$ cat config.mk
export PLATFORM = sky130hd
export DESIGN_NAME = bpred_resolve
export DESIGN_NICKNAME = d
export VERILOG_FILES = /design/src/rtl/bpred_resolve_pkg.sv /design/src/rtl/bpred_fifo.sv /design/src/rtl/bpred_resolve.sv
export SDC_FILE = /design/constraint.sdc
export NUM_CORES = 1
export LEC_CHECK = 0
export ABC_CLOCK_PERIOD_IN_PS = 4300
export BUFFER_PORTS_ARGS = -buffer_cell sky130_fd_sc_hd__buf_4
export CORE_UTILIZATION = 55
export CTS_BUF_LIST = sky130_fd_sc_hd__clkbuf_4
export CTS_CLUSTER_SIZE = 12
export DETAILED_ROUTE_END_ITERATION = 10
export PLACE_DENSITY = 0.83
export SLEW_MARGIN = 20
export SYNTH_ARGS = -nofsm -noshare
export SYNTH_HDL_FRONTEND = slang
export SYNTH_HIERARCHICAL = 1
export SYNTH_SLANG_ARGS = --single-unit
$ cat constraint.sdc
create_clock -name clk -period 4.3 [get_ports clk]
set_clock_uncertainty 0.05 [all_clocks]
set_input_delay 0.43 -clock clk [delete_from_list [all_inputs] [get_ports clk]]
set_output_delay 0.43 -clock clk [all_outputs]
set_load 0.02 [all_outputs]
$ cat src/rtl/bpred_resolve_pkg.sv
// Shared scalar-core parameters for the branch predictor: PC width and the
// PC-to-table-index slice used by both the predictor table and the resolver.
package bpred_resolve_pkg;

    localparam int CORE_PCWIDTH   = 32;
    localparam int LOG2TABLEDEPTH = 8;
    localparam int IDX_LSB        = 2;
    localparam int IDX_MSB        = LOG2TABLEDEPTH + 1;

    // Table index of a branch: word-aligned PC bits above the byte offset.
    function automatic logic [LOG2TABLEDEPTH-1:0] pc_index(input logic [CORE_PCWIDTH-1:0] pc);
        return pc[IDX_MSB:IDX_LSB];
    endfunction

endpackage

$ cat src/rtl/bpred_fifo.sv
// In-order synchronous FIFO of in-flight branches; clear empties it in the
// same edge and overrides any push or pop presented with it.
module bpred_fifo #(
    parameter int WIDTH     = 33,
    parameter int DEPTH     = 4,
    parameter int LOG2DEPTH = 2
) (
    input  logic                 clk,
    input  logic                 resetn,
    input  logic                 push,
    input  logic [WIDTH-1:0]     push_data,
    input  logic                 pop,
    input  logic                 clear,
    output logic [WIDTH-1:0]     head_data,
    output logic [LOG2DEPTH:0]   count
);

    localparam logic [LOG2DEPTH:0] FULL_COUNT = (LOG2DEPTH+1)'(DEPTH);

    logic [WIDTH-1:0]     mem [DEPTH];
    logic [LOG2DEPTH-1:0] wr_ptr;
    logic [LOG2DEPTH-1:0] rd_ptr;
    logic                 push_ok;
    logic                 pop_ok;

    assign push_ok   = push && (count != FULL_COUNT) && !clear;
    assign pop_ok    = pop && (count != '0) && !clear;
    assign head_data = mem[rd_ptr];

    // Storage needs no reset: count alone decides which slots are live.
    always_ff @(posedge clk) begin
        if (push_ok) begin
            mem[wr_ptr] <= push_data;
        end
    end

    // Pointers wrap naturally since DEPTH is a power of two.
    always_ff @(posedge clk) begin
        if (!resetn || clear) begin
            wr_ptr <= '0;
            rd_ptr <= '0;
            count  <= '0;
        end else begin
            if (push_ok) begin
                wr_ptr <= wr_ptr + 1'b1;
            end
            if (pop_ok) begin
                rd_ptr <= rd_ptr + 1'b1;
            end
            case ({push_ok, pop_ok})
                2'b10:   count <= count + 1'b1;
                2'b01:   count <= count - 1'b1;
                default: count <= count;
            endcase
        end
    end

endmodule

$ cat src/rtl/bpred_resolve.sv
// Tracks in-flight branch predictions and, as each one resolves, emits the
// predictor-table update and a one-cycle mispredict pulse.
module bpred_resolve
    import bpred_resolve_pkg::*;
#(
    parameter int PCWIDTH       = CORE_PCWIDTH,
    parameter int DEPTH         = 4,
    parameter int LOG2DEPTH     = 2,
    parameter int UPDATE_ALWAYS = 1
) (
    input  logic                 clk,
    input  logic                 resetn,
    input  logic                 pred_valid,
    input  logic [PCWIDTH-1:0]   pred_pc,
    input  logic                 pred_taken,
    output logic                 pred_ready,
    input  logic                 resolve_valid,
    input  logic                 resolve_taken,
    input  logic                 flush,
    output logic                 result_rdy,
    output logic                 result,
    output logic [PCWIDTH-1:0]   pc_result,
    output logic                 mispredict,
    output logic [PCWIDTH-1:0]   mispredict_pc,
    output logic [LOG2DEPTH:0]   occupancy,
    output logic                 err_underflow
);

    localparam logic [LOG2DEPTH:0] FULL_COUNT = (LOG2DEPTH+1)'(DEPTH);

    // Handshake: a prediction is accepted on an edge where pred_valid and
    // pred_ready are both high; pred_ready depends only on registered occupancy,
    // so a pop in the same cycle never admits an extra push.
    logic               do_pop;
    logic               mis_now;
    logic               clear;
    logic               do_push;
    logic [PCWIDTH:0]   head_data;
    logic [PCWIDTH-1:0] head_pc;
    logic               head_taken;

    assign head_pc    = head_data[PCWIDTH:1];
    assign head_taken = head_data[0];

    assign pred_ready = (occupancy != FULL_COUNT);
    assign do_pop     = resolve_valid && (occupancy != '0);
    assign mis_now    = do_pop && (head_taken != resolve_taken);
    // Younger entries were fetched down the wrong path once the head mispredicts.
    assign clear      = flush || mis_now;
    assign do_push    = pred_valid && pred_ready && !clear;

    bpred_fifo #(
        .WIDTH     (PCWIDTH + 1),
        .DEPTH     (DEPTH),
        .LOG2DEPTH (LOG2DEPTH)
    ) u_fifo (
        .clk       (clk),
        .resetn    (resetn),
        .push      (do_push),
        .push_data ({pred_pc, pred_taken}),
        .pop       (do_pop),
        .clear     (clear),
        .head_data (head_data),
        .count     (occupancy)
    );

    always_ff @(posedge clk) begin
        if (!resetn) begin
            result_rdy    <= 1'b0;
            result        <= 1'b0;
            pc_result     <= '0;
            mispredict    <= 1'b0;
            mispredict_pc <= '0;
            err_underflow <= 1'b0;
        end else begin
            result_rdy <= do_pop && ((UPDATE_ALWAYS != 0) || mis_now);
            mispredict <= mis_now;
            if (do_pop) begin
                result        <= resolve_taken;
                pc_result     <= head_pc;
                mispredict_pc <= head_pc;
            end
            if (resolve_valid && (occupancy == '0)) begin
                err_underflow <= 1'b1;
            end
        end
    end

endmodule

## Yosys cells after proc, flatten, opt, wreduce, memory -nomap -nowiden

Memories as Yosys holds them, arrays and structs flattened. A register that Yosys moved wholly into a read port is not among the register bits.
Index checks and enable logic that the tools add are counted.
W data, S select, Z words.

- Add/subtract/negate cells: 4
- Equality and inequality tests: 4
- Multiplexer cells: 5
- Reductions and logical operators: 16

Operators with widths:

| cell | number |
|---|---|
| $logic_and A1 B1 Y1 | 9 |
| $pmux W3 S2 | 1 |
| $add A2 B1 Y2 const B | 2 |
| $mux W2 | 2 |
| $add A3 B1 Y3 const B | 1 |
| $logic_not A3 Y1 | 1 |
| $ne A3 B3 Y1 const B | 1 |
| $reduce_bool A3 Y1 | 1 |
| $sub A3 B1 Y3 const B | 1 |
| $eq A2 B1 Y1 const B | 1 |
| $eq A2 B2 Y1 const B | 1 |
| $logic_not A1 Y1 | 2 |
| $logic_or A1 B1 Y1 | 2 |
| $mux W1 | 2 |
| $reduce_bool A2 Y1 | 1 |
| $ne A1 B1 Y1 | 1 |

- Bits in registers: 43
- Bits in writable memories: 132
- Output and inout port bits: 72
- Logic and storage cells: 38
- Memories kept: 1

Memories:

| name | depth | bits a word | read ports | clocked after Yosys merged registers in | write ports | line | source |
|---|---|---|---|---|---|---|---|
| u_fifo.mem | 4 | 33 | 1 | 1 | 1 | bpred_fifo.sv:20 | `logic [WIDTH-1:0] mem [DEPTH];` |

## Longest topological paths before layout

- Word-level depth: 10
- Gate-level depth with buffers: 14
- Mapped depth without buffers: 12

## Hierarchy

The synthesis kept the hierarchy.

Modules (own cells, without submodules):

| module | times used | cells an instance | area an instance (um^2) | sequential area each (um^2) |
|---|---|---|---|---|
| bpred_fifo | 1 | 226 | 5282.6 | 4144.0 |
| bpred_resolve | 1 | 190 | 1690.4 | 720.7 |

## Worst setup path after synthesis

No wires, ideal clock.

- Path kind: reg-to-reg
- From: register with a tool-made name
- To: memory u_fifo.mem[0][0] (enable)
- Setup time: 0.393 ns
- Arrival: 2.941 ns
- Data required time: 3.857 ns
- Path slack: 0.915 ns
- Cell stages (with the launch flop): 9
- Path buffers: 2
- Clock period less this slack: 3.385 ns
- Cell sequence: dfxtp_1 > buf_6 > buf_12 > mux4_2 > xor2_1 > a2111oi_2 > inv_1 > nor3_1 > and2_1

RTL lines:

| item | line |
|---|---|
| to (decl) | bpred_fifo.sv:20 |

==> impl_metrics.py <==
metrics = {
    "global_routing": {
        "tot_gr_track_use_pct": 19.5,
        "via_count_of_the_first_global_routing_pass": 3582,
        "grt_start_max_net_pins": 71,
        "grt_first_pass_wirelength_mm": 18.6,
        "grt_antenna_before_repair": 0,
        "grt_overflow": 0,
    },
    "worst_setup_path": {
        "worstPathBufferInverterCount": 1,
        "cpMaxStageDelayCell": "sky130_fd_sc_hd__and2_2",
        "reg2reg_depth": 6,
        "crit_path_cell_trace": "mux4_2 -> xor2_1 -> a2111oi_2 -> inv_1 -> nor3_1 -> and2_2",
        "setup.worst_path.start_class": "flop",
        "crit_family": "simple AND/OR/NAND/NOR gates",
        "worst-endpoint-arrival_ns": 3.45,
        "worst-setup-path-type": "flop to flop",
        "worst_stage_delay_on_the_critical_path_ns": 0.86,
        "reg2reg_setup_slack_ns": 0.96,
        "crit_path_capture_type": "flop",
        "timing.critical_path.fanout_max": 33,
        "critical_path.reg2reg.endpoint": "u_fifo/mem[2][30]",
        "worst-endpoint-required_ns": 4.41,
    },
    "placed_design": {
        "dpl.hpwl_mm": 7.46,
        "numPortBuffers": 110,
        "detailed_place.area_sq_um": 7640,
        "placedCellCount": 644,
        "gp_congestion": 0.785,
    },
    "clocking": {
        "tritoncts.num_buffers": 17,
        "clkSinkCount": 177,
        "worst_skew_pair.late_latency_ns": 0.53,
        "tritoncts": "yes",
        "clk_path_buf_depth": 2,
        "clock_pin_slew_on_the_worst_setup_and_hold_paths_ns": 0.13,
        "cts_root_buf": "sky130_fd_sc_hd__clkbuf_4",
        "post_cts_setup_buffer_count": 0,
        "htree_levels": 4,
    },
    "timing": {
        "drv_slew": 0,
        "final_period_minus_worst_setup_slack_ns": 3.34,
        "setup_violations": 0,
        "min_period_over_period_pct": 77.6,
        "timing.max_slew.rel_slack_pct": 37.1,
        "unrepaired_setup_endpoints_after_global_routing": "false",
        "fin_tns_setup_ns": 0,
        "max_freq_mhz": 300,
        "worstMarginPinSlew_ns": 0.944,
        "hold_viol_final": 0,
    },
    "finish": {
        "insertedDiodeCount": 0,
        "nets": 560,
        "post_route_cells_drive_above_1_share_pct": 33.9,
        "finalInstanceArea_sq_um": 8120,
        "final_core_util_pct": 66.8,
        "area_growth_syn_to_layout_pct": 16.5,
        "layout.cells.non_filler": 696,
    },
    "route": {
        "routed-via-count": 3662,
        "detail_route.iter0.violations": 167,
        "drt_first_pass_iters": 4,
        "drt_drc_violations_left": 0,
        "postRouteAntennaNets": 0,
        "drt-wirelength-per-cell_microns": 17.4,
        "post_drt_via_cell_ratio": 5.26,
        "post_detailed_routing_wire_length_mm": 12.1,
    },
    "job": {
        "max-cap-violations": 0,
    },
    "yosys": {
        "yosys.area_share.simple_pct": 5.33,
        "count_of_state_elements_after_synthesis": 177,
        "synth.yosys.seq_area_share_pct": 69.8,
        "synthesis.area_sq_um": 6970,
        "yosysUniqueCellTypes": 33,
        "netlist_top_cells_area": "sky130_fd_sc_hd__edfxtp_1 57%, sky130_fd_sc_hd__dfxtp_1 13%, sky130_fd_sc_hd__mux4_2 9.7%",
        "post_synth_mux_area_share_pct": 15.6,
        "synth.avg_cell_area_sq_um": 16.8,
        "syn_inst_count": 416,
        "yosys.area.top_type": "sky130_fd_sc_hd__edfxtp_1",
        "synthAdderAreaFrac_pct": 1.18,
        "synth-compound-area-share_pct": 1.29,
        "yosys_warnings": 6,
        "synth_top_family_by_area": "multiplexers",
        "post-synth-top-area-fraction_pct": 56.8,
        "synthesis.nets": 461,
        "yosys.area_share.xor_xnor_pct": 0.628,
    },
    "min_path": {
        "min-delay-start": "pred_pc[10]",
        "hold_end": "u_fifo/mem[1][11]",
        "min_path_type": "input port to flop",
        "hold_depth": 1,
    },
    "floorplanning": {
        "starting_utilization_of_the_core_area_pct": 57.3,
        "horizontal_die_dimension_microns": 115,
        "core_rows": 40,
        "fp.coreArea_sq_um": 12200,
        "chipHeight_microns": 115,
        "dieArea_sq_um": 13100,
        "boundaryPins": 111,
    },
    "power": {
        "pwrdens_nw_per_um2": 356,
        "irDropWorstVdd_uv": 237,
        "total_leakage_power_uw": 0.00286,
    },
    "status": {
        "outcome": "finished clean",
    },
}
## synth_stat cells, drive strengths merged
cell / count
a21oi: 4
o21a: 1
a21o: 1
nor3b: 2
dfxtp: 45
nor4b: 1
nand2: 66
nand2b: 1
nor2: 7
mux4: 33
nand3b: 1
o311ai: 1
o31a: 1
buf: 45
a2111oi: 1
xor2: 5
mux2i: 33
nor3: 1
and3: 1
clkbuf: 8
and2: 5
edfxtp: 132
ha: 5
o21ai: 3
o31ai: 1
fa: 1
inv: 9
or3: 2
## flip-flops by register name, summed over array words and instances (netlist names), named ones only
signal,cells
mispredict,1
result,1
err_underflow,1
result_rdy,1
u_fifo/mem,132
u_fifo/count,3
u_fifo/rd_ptr,2
pc_result,32
u_fifo/wr_ptr,2
## layer usage
metal	GRT usage [%]	wire length [microns]	vias up
met1	25.0	5300	1836
li1	-	-	1705
met3	4.61	476	19
met5	0	0	-
met4	8.31	181	0
met2	32.2	6170	102
## what timing repair did
item | 4_1_cts | 5_1_grt
gates resized for setup | 0 | 0
endpoints found under the hold margin | 24 | 31
endpoints found under the setup margin | 0 | 0
hold buffers | 7 | 13
## where the power goes
group	switching (uW)	leakage (uW)	internal [uW]	total [uW]
Clock	510	0.000145	396	907
Combinational	66.9	0.00115	61.2	128
Sequential	6.42	0.00156	1850	1850
Total	584	0.00286	2310	2890
## area by class of cell
class                      count  area, sq um
inverter                       9         33.8
multi-input combinational    177         1680
timing repair buffer         133         1050
sequential                   177         4870
clock buffer                  18          135
fill                         830         4040
clock inverter                14          146
tap                          168          210
## layout by cell type (no fill, tap or decap), drive strengths merged, types with 4 or more instances in the layout
cell,count
edfxtp,132
and2,5
dfxtp,45
dlygate4sd3,20
nand2,66
mux4,33
mux2i,33
a21oi,4
ha,5
clkbuf,18
buf,113
inv,9
clkinv,8
xor2,5
nor2,7
## cell families (layout without fill, tap and decap cells)
kind of cell,Yosys count,in the layout
flip-flops,177,177
AND/OR/NAND/NOR,87,87
multiplexers,66,66
buffers and inverters,62,174
AO/OA/AOI/OAI,13,13
adder cells (fa/ha/maj),6,6
XOR/XNOR,5,5
## stage by stage
step           hold slack [ns]  setup WS, ns  power, uW
3_5_place_dp             0.405         0.989       2010
6_report                0.0524         0.962       2890
5_1_grt               0.000213         0.798       3000
2_1_floorplan            0.435         0.915       1950
4_1_cts              0.0000741         0.961       2910
3_3_place_gp             0.400          1.19       2000
## worst register-to-register path: cells and delay by family, from the launching register on
kind	cells	cell delay (ns)
flops	1	0.37
buf+inv	1	0.14
simple gates	2	1.28
compound gates	1	0.42
xor+xnor	1	0.19
mux	1	0.50
## how the worst max path moves through the flow
stage,start,end,slack (ns),cells after the start
after floorplan,flop,u_fifo/mem[0][0],0.92,8
after global placement,flop,u_fifo/mem[3][29],1.19,6
after detailed placement,flop,u_fifo/mem[1][1],0.99,6
after CTS,flop,u_fifo/mem[1][30],0.96,6
after global routing,flop,u_fifo/mem[2][7],0.80,6
final,flop,u_fifo/mem[2][30],0.96,6
Note: power is estimated with default switching activity, not from simulation.
